--- src/rtl/uart_boot_sequencer.sv ---
// UART boot loader: parses a MAGIC-framed image from an RX byte stream, writes it
// word by word into memory, verifies the checksum and releases the CPU from reset.
module uart_boot_sequencer #(
  parameter logic [7:0]  MAGIC          = 8'hA5,
  parameter int unsigned TIMEOUT_CYCLES = 1000000
) (
  input  logic        clock,
  input  logic        reset,
  input  logic        io_rx_valid,
  input  logic [7:0]  io_rx_bits,
  output logic        io_rx_ready,
  output logic        io_mem_valid,
  output logic [31:0] io_mem_addr,
  output logic [31:0] io_mem_wdata,
  output logic [3:0]  io_mem_wstrb,
  input  logic        io_mem_ready,
  output logic        io_cpu_reset,
  output logic        io_done,
  output logic        io_error,
  output logic [1:0]  io_err_code
);

  typedef enum logic [2:0] {
    IDLE  = 3'd0,
    ADDR  = 3'd1,
    LEN   = 3'd2,
    DATA  = 3'd3,
    WRITE = 3'd4,
    CSUM  = 3'd5,
    DONE  = 3'd6,
    ERROR = 3'd7
  } state_t;

  localparam logic [31:0] TMO_LAST = 32'(TIMEOUT_CYCLES - 1);

  state_t      state_reg, state_next;
  logic [31:0] addr_reg, addr_next;
  logic [31:0] wdata_reg, wdata_next;
  logic [15:0] count_reg, count_next;
  logic [7:0]  csum_reg, csum_next;
  logic [1:0]  byte_reg, byte_next;
  logic [31:0] tmo_reg, tmo_next;
  logic [1:0]  err_reg, err_next;

  logic rx_fire;
  logic timed;

  // Every output is a register or a pure decode of the state register.
  assign io_rx_ready  = (state_reg != WRITE);
  assign io_mem_valid = (state_reg == WRITE);
  assign io_mem_addr  = addr_reg;
  assign io_mem_wdata = wdata_reg;
  assign io_cpu_reset = (state_reg != DONE);
  assign io_done      = (state_reg == DONE);
  assign io_error     = (state_reg == ERROR);
  assign io_err_code  = err_reg;

  genvar gi;
  generate
    for (gi = 0; gi < 4; gi++) begin : g_strb
      assign io_mem_wstrb[gi] = io_mem_valid;
    end
  endgenerate

  assign rx_fire = io_rx_valid && io_rx_ready;
  assign timed   = (state_reg == ADDR) || (state_reg == LEN) ||
                   (state_reg == DATA) || (state_reg == CSUM);

  always_ff @(posedge clock or posedge reset) begin
    if (reset) begin
      state_reg <= IDLE;
      addr_reg  <= 32'd0;
      wdata_reg <= 32'd0;
      count_reg <= 16'd0;
      csum_reg  <= 8'd0;
      byte_reg  <= 2'd0;
      tmo_reg   <= 32'd0;
      err_reg   <= 2'd0;
    end else begin
      state_reg <= state_next;
      addr_reg  <= addr_next;
      wdata_reg <= wdata_next;
      count_reg <= count_next;
      csum_reg  <= csum_next;
      byte_reg  <= byte_next;
      tmo_reg   <= tmo_next;
      err_reg   <= err_next;
    end
  end

  always_comb begin
    state_next = state_reg;
    addr_next  = addr_reg;
    wdata_next = wdata_reg;
    count_next = count_reg;
    csum_next  = csum_reg;
    byte_next  = byte_reg;
    tmo_next   = tmo_reg;
    err_next   = err_reg;

    if (timed) begin
      tmo_next = rx_fire ? 32'd0 : tmo_reg + 32'd1;
    end

    case (state_reg)
      IDLE, ERROR: begin
        if (rx_fire && (io_rx_bits == MAGIC)) begin
          state_next = ADDR;
          csum_next  = 8'd0;
          byte_next  = 2'd0;
          tmo_next   = 32'd0;
          err_next   = 2'd0;
        end
      end

      ADDR: begin
        if (rx_fire) begin
          addr_next[{byte_reg, 3'b000} +: 8] = io_rx_bits;
          addr_next[1:0] = 2'b00;
          csum_next = csum_reg + io_rx_bits;
          byte_next = byte_reg + 2'd1;
          if (byte_reg == 2'd3) begin
            state_next = LEN;
            byte_next  = 2'd0;
          end
        end
      end

      LEN: begin
        if (rx_fire) begin
          csum_next = csum_reg + io_rx_bits;
          if (byte_reg == 2'd0) begin
            count_next[7:0] = io_rx_bits;
            byte_next       = 2'd1;
          end else begin
            count_next[15:8] = io_rx_bits;
            byte_next        = 2'd0;
            state_next = ({io_rx_bits, count_reg[7:0]} != 16'd0) ? DATA : CSUM;
          end
        end
      end

      DATA: begin
        if (rx_fire) begin
          wdata_next[{byte_reg, 3'b000} +: 8] = io_rx_bits;
          csum_next = csum_reg + io_rx_bits;
          byte_next = byte_reg + 2'd1;
          if (byte_reg == 2'd3) begin
            state_next = WRITE;
            byte_next  = 2'd0;
          end
        end
      end

      WRITE: begin
        if (io_mem_ready) begin
          addr_next  = addr_reg + 32'd4;
          count_next = count_reg - 16'd1;
          state_next = (count_reg == 16'd1) ? CSUM : DATA;
        end
      end

      CSUM: begin
        if (rx_fire) begin
          if (io_rx_bits == csum_reg) begin
            state_next = DONE;
          end else begin
            state_next = ERROR;
            err_next   = 2'd1;
          end
        end
      end

      default: begin
        // DONE: bytes are drained without effect until reset.
      end
    endcase

    // Idle-gap limit only matters while no byte arrives this cycle.
    if (timed && !rx_fire && (tmo_reg == TMO_LAST)) begin
      state_next = ERROR;
      err_next   = 2'd3;
      tmo_next   = 32'd0;
    end
  end

endmodule

--- config.mk ---
export PLATFORM = sky130hd
export DESIGN_NAME = uart_boot_sequencer
export DESIGN_NICKNAME = d
export VERILOG_FILES = /design/src/rtl/uart_boot_sequencer.sv
export SDC_FILE = /design/constraint.sdc
export NUM_CORES = 1
export LEC_CHECK = 0
export CORE_UTILIZATION = 61
export CTS_BUF_LIST = sky130_fd_sc_hd__clkbuf_16
export DETAILED_ROUTE_END_ITERATION = 6
export GPL_TIMING_DRIVEN = 0
export PLACE_DENSITY = 0.88
export SYNTH_ARGS = -nofsm -noshare
export SYNTH_HDL_FRONTEND = slang
export SYNTH_SLANG_ARGS = --single-unit
--- constraint.sdc ---
create_clock -name clock -period 6.12 [get_ports clock]
set_clock_uncertainty 0.2 [all_clocks]
set_input_delay 0.612 -clock clock [delete_from_list [all_inputs] [get_ports clock]]
set_output_delay 0.612 -clock clock [all_outputs]
set_load 0.01 [all_outputs]
==> summary.txt <==
Floorplan
  • Initial Util: 63.39%
  • Std cell rows: 39
  • Chip height: 111.6 um
  • Die Wd: 111.6 um
  • Die ar.: 12460 sq um
  • I/O pin count: 87
  • Area of the core: 11560 sq um

Clock tree
  • CTS root buf: clkbuf_16
  • CTS Buffer Depth: 2
  • Hold_buf cts: 0
  • TritonCTS clock tree: built
  • Postcts setup bufs: 0
  • # H-tree levels: 4
  • Clk pin slew, worst setup/hold paths: 60 ps
  • Clk Latency, worst-skew pair: 430 ps
  • CTS resizes: 0
  • CTS sink count: 125
  • Number of buffers created by CTS: 17

Critical path
  • Crit. End Element: output pin
  • CP required: 5310 ps
  • Path type of the worst setup path: flip-flop to output pin
  • Crit path DAT: 3180 ps
  • Startpoint types: flip-flop
  • Crit-path max FO: 14

STA
  • Fin crit share: 65.19%
  • Fin crit period: 3990 ps
  • RSZ-0062 raised after global routing: false
  • Top achievable clock speed: 250.6 MHz
  • Post-route setup TNS: 0 ps
  • Worst setup margin: 2130 ps
  • Pins Over Slew Limit: 0
  • Min Hold Slack: 277.8 ps
  • Final hold violation count: 0
  • Final setup fails: 0
  • Max_slew headroom: 42.91%
  • Slew @ Worst Pin: 849.9 ps

Yosys
  • Yosys top cell by area: dfrtp_1
  • Unique masters post-synth: 70
  • Post-synth EDFFs: 0
  • Cells after Synth: 849
  • Sequential area share after synthesis: 42.67%
  • Dominant synthesized flop cell: dfrtp_1
  • Flops & latches, synth: 125
  • Avg Cell Area, Syn: 8.635 sq um
  • Yosys top cell area share: 42.67%
  • Area contributors post-synth: dfrtp_1, nand2_1, o21ai_0
  • Synth Warn #: 0
  • Synth async-reset ratio: 100.0%
  • Synthesized area: 7331 sq um

Cells and area
  • Final-layout fill cell count: 780
  • Multi-input logic area: 3802 sq um
  • Final Cell Area: 8969 sq um
  • Area Growth Syn to Fin: 22.34%
  • Layout net count: 982
  • Cell Count, Final, Fillers Out: 1109
  • Fraction of layout cells with a size suffix above 1: 6.729%
  • Reg area: 3128 sq um
  • Fin util: 77.55%
  • N_diodes: 0

GRT
  • Number of global-route vias before repair: 6678
  • Initial antenna violation count: 0
  • GR Util All Layers: 33.18%
  • First-pass GRT wire length: 32.57 mm
  • GR Overflow Total: 0
  • Pin count of the biggest net entering global routing: 65

Place
  • Final HPWL DP: 13.48 mm
  • DP Area: 8377 sq um
  • Placed cells: 1077
  • GPL Wtd Cong: 0.9383
  • IO buf count: 83
  • Worst slack at placement: 2644 ps

Route
  • Wire length per cell: 18.01 um
  • DRT iter0 DRCs: 1083
  • First-pass iteration count of the detailed router: 7
  • Antenna-violating nets left: 0
  • Residual DRC: 11
  • WL final: 19.97 mm
  • DR vias: 7123
  • Via/cell ratio: 6.423

Status
  • Failing checks: DRC
  • Status: complete, but fails checks

Pwr
  • Overall power: 3.608 mW
  • Peak VDD IR: 248.1 uV
  • Leakage: 3.601 nW
  • P per Cell Area: 402.3 nW/um^2

Run
  • Max_cap viols: 0

Hold path
  • HP Class: flip-flop to flip-flop
==> power breakdown <==
group | total [mW] | internal [mW] | leakage (nW) | switching (mW)
clock | 1.01 | 0.605 | 0.286 | 0.403
sequential | 1.21 | 1.01 | 1.65 | 0.201
combinational | 1.39 | 0.609 | 1.67 | 0.780
total | 3.61 | 2.22 | 3.60 | 1.38
==> cells in the final DEF, fill, tap and decap left out, drive strengths merged, types with 8 or more instances in the layout <==
master         netlist  routed
o211ai               9       9
a22oi               11      11
nand3               27      27
ha                  16      16
buf                 22      23
a21oi               37      37
clkdlybuf4s50        0      83
nand4               16      16
clkinv               0       8
xnor2               29      29
nor4                32      32
nor3                26      26
a31oi               13      13
a21o                10      10
clkbuf              38      55
nand2              112     112
dfrtp              125     125
nor2                77      77
a22o                17      17
inv                 32      35
o21ai               73      73
==> Yosys cell counts, types with 4 or more instances <==
library cell,count
or3_1,7
a31oi_1,13
nor2_1,77
nor3_1,26
o21ai_0,73
a32oi_1,6
a21o_1,10
nand3_1,27
nand4_1,15
and2_1,4
a2bb2oi_1,5
nor2b_1,5
a22oi_1,11
o211ai_1,9
a21oi_1,37
xor2_1,6
nor4_1,32
o22a_1,4
and3_1,7
clkbuf_1,38
mux2i_1,7
a22o_1,17
o2bb2ai_1,5
nand2_1,112
xnor2_1,29
ha_1,16
buf_2,11
dfrtp_1,125
and4_1,6
inv_1,32
or4_1,4
buf_4,6
==> layer usage <==
layer / GRT usage, % / share of wire, % / up-vias
li1: - / - / 3297
met1: 42.52 / 40 / 3387
met2: 53.50 / 48 / 368
met3: 7.295 / 7.8 / 71
met4: 16.22 / 3.9 / 0
met5: 0 / 0 / -
==> logic make-up (layout without fill, tap and decap cells) <==
kind of cell | after synthesis | in the layout | synth area share [%]
and+or+nand+nor | 350 | 350 | 23.60
AOI/OAI and AO/OA | 222 | 222 | 20.02
DFF | 125 | 125 | 42.67
buffers and inverters | 92 | 208 | 5.513
xor gates and xnor gates | 35 | 35 | 4.182
adders and majority gates | 17 | 17 | 3.004
muxes | 7 | 7 | 0.9558
other | 1 | 2 | 0.05115
==> area by class of cell <==
class,count,share of cell area (%)
multi-input cells,633,42.40
flip-flops and latches,125,34.88
clock inverters,15,1.855
repair buffers,84,9.570
clock buffers,17,4.743
inverters,32,1.395
well taps,143,1.995
plain buffers,60,3.167
==> worst paths after layout <==
| path | endpoint | slack [ps] | startpoint | cells after the start |
|---|---|---|---|---|
| worst max-delay path | io_mem_wstrb[3] | 2130 | state_reg[1] | 8 |
| worst min-delay path | io_mem_wdata[17] | 280 | io_mem_wdata[17] | 2 |
| worst max register to register | io_mem_addr[29] | 3100 | byte_reg[0] | 8 |
| worst min register to register | io_mem_wdata[17] | 280 | io_mem_wdata[17] | 2 |
| max in group asynchronous | io_mem_addr[11] | 4580 | reset | 3 |
| min in group asynchronous | csum_reg[5] | 440 | reset | 2 |
==> critical path: stages (launching register included) <==
cell and delay (ps):
dfrtp_1 360, buf_2 170, or3b_2 440, clkbuf_1 270
inv_1 220, buf_2 260, buf_2 350, buf_4 170
clkdlybuf4s50_1 520
(Power assumes the default switching activity.)
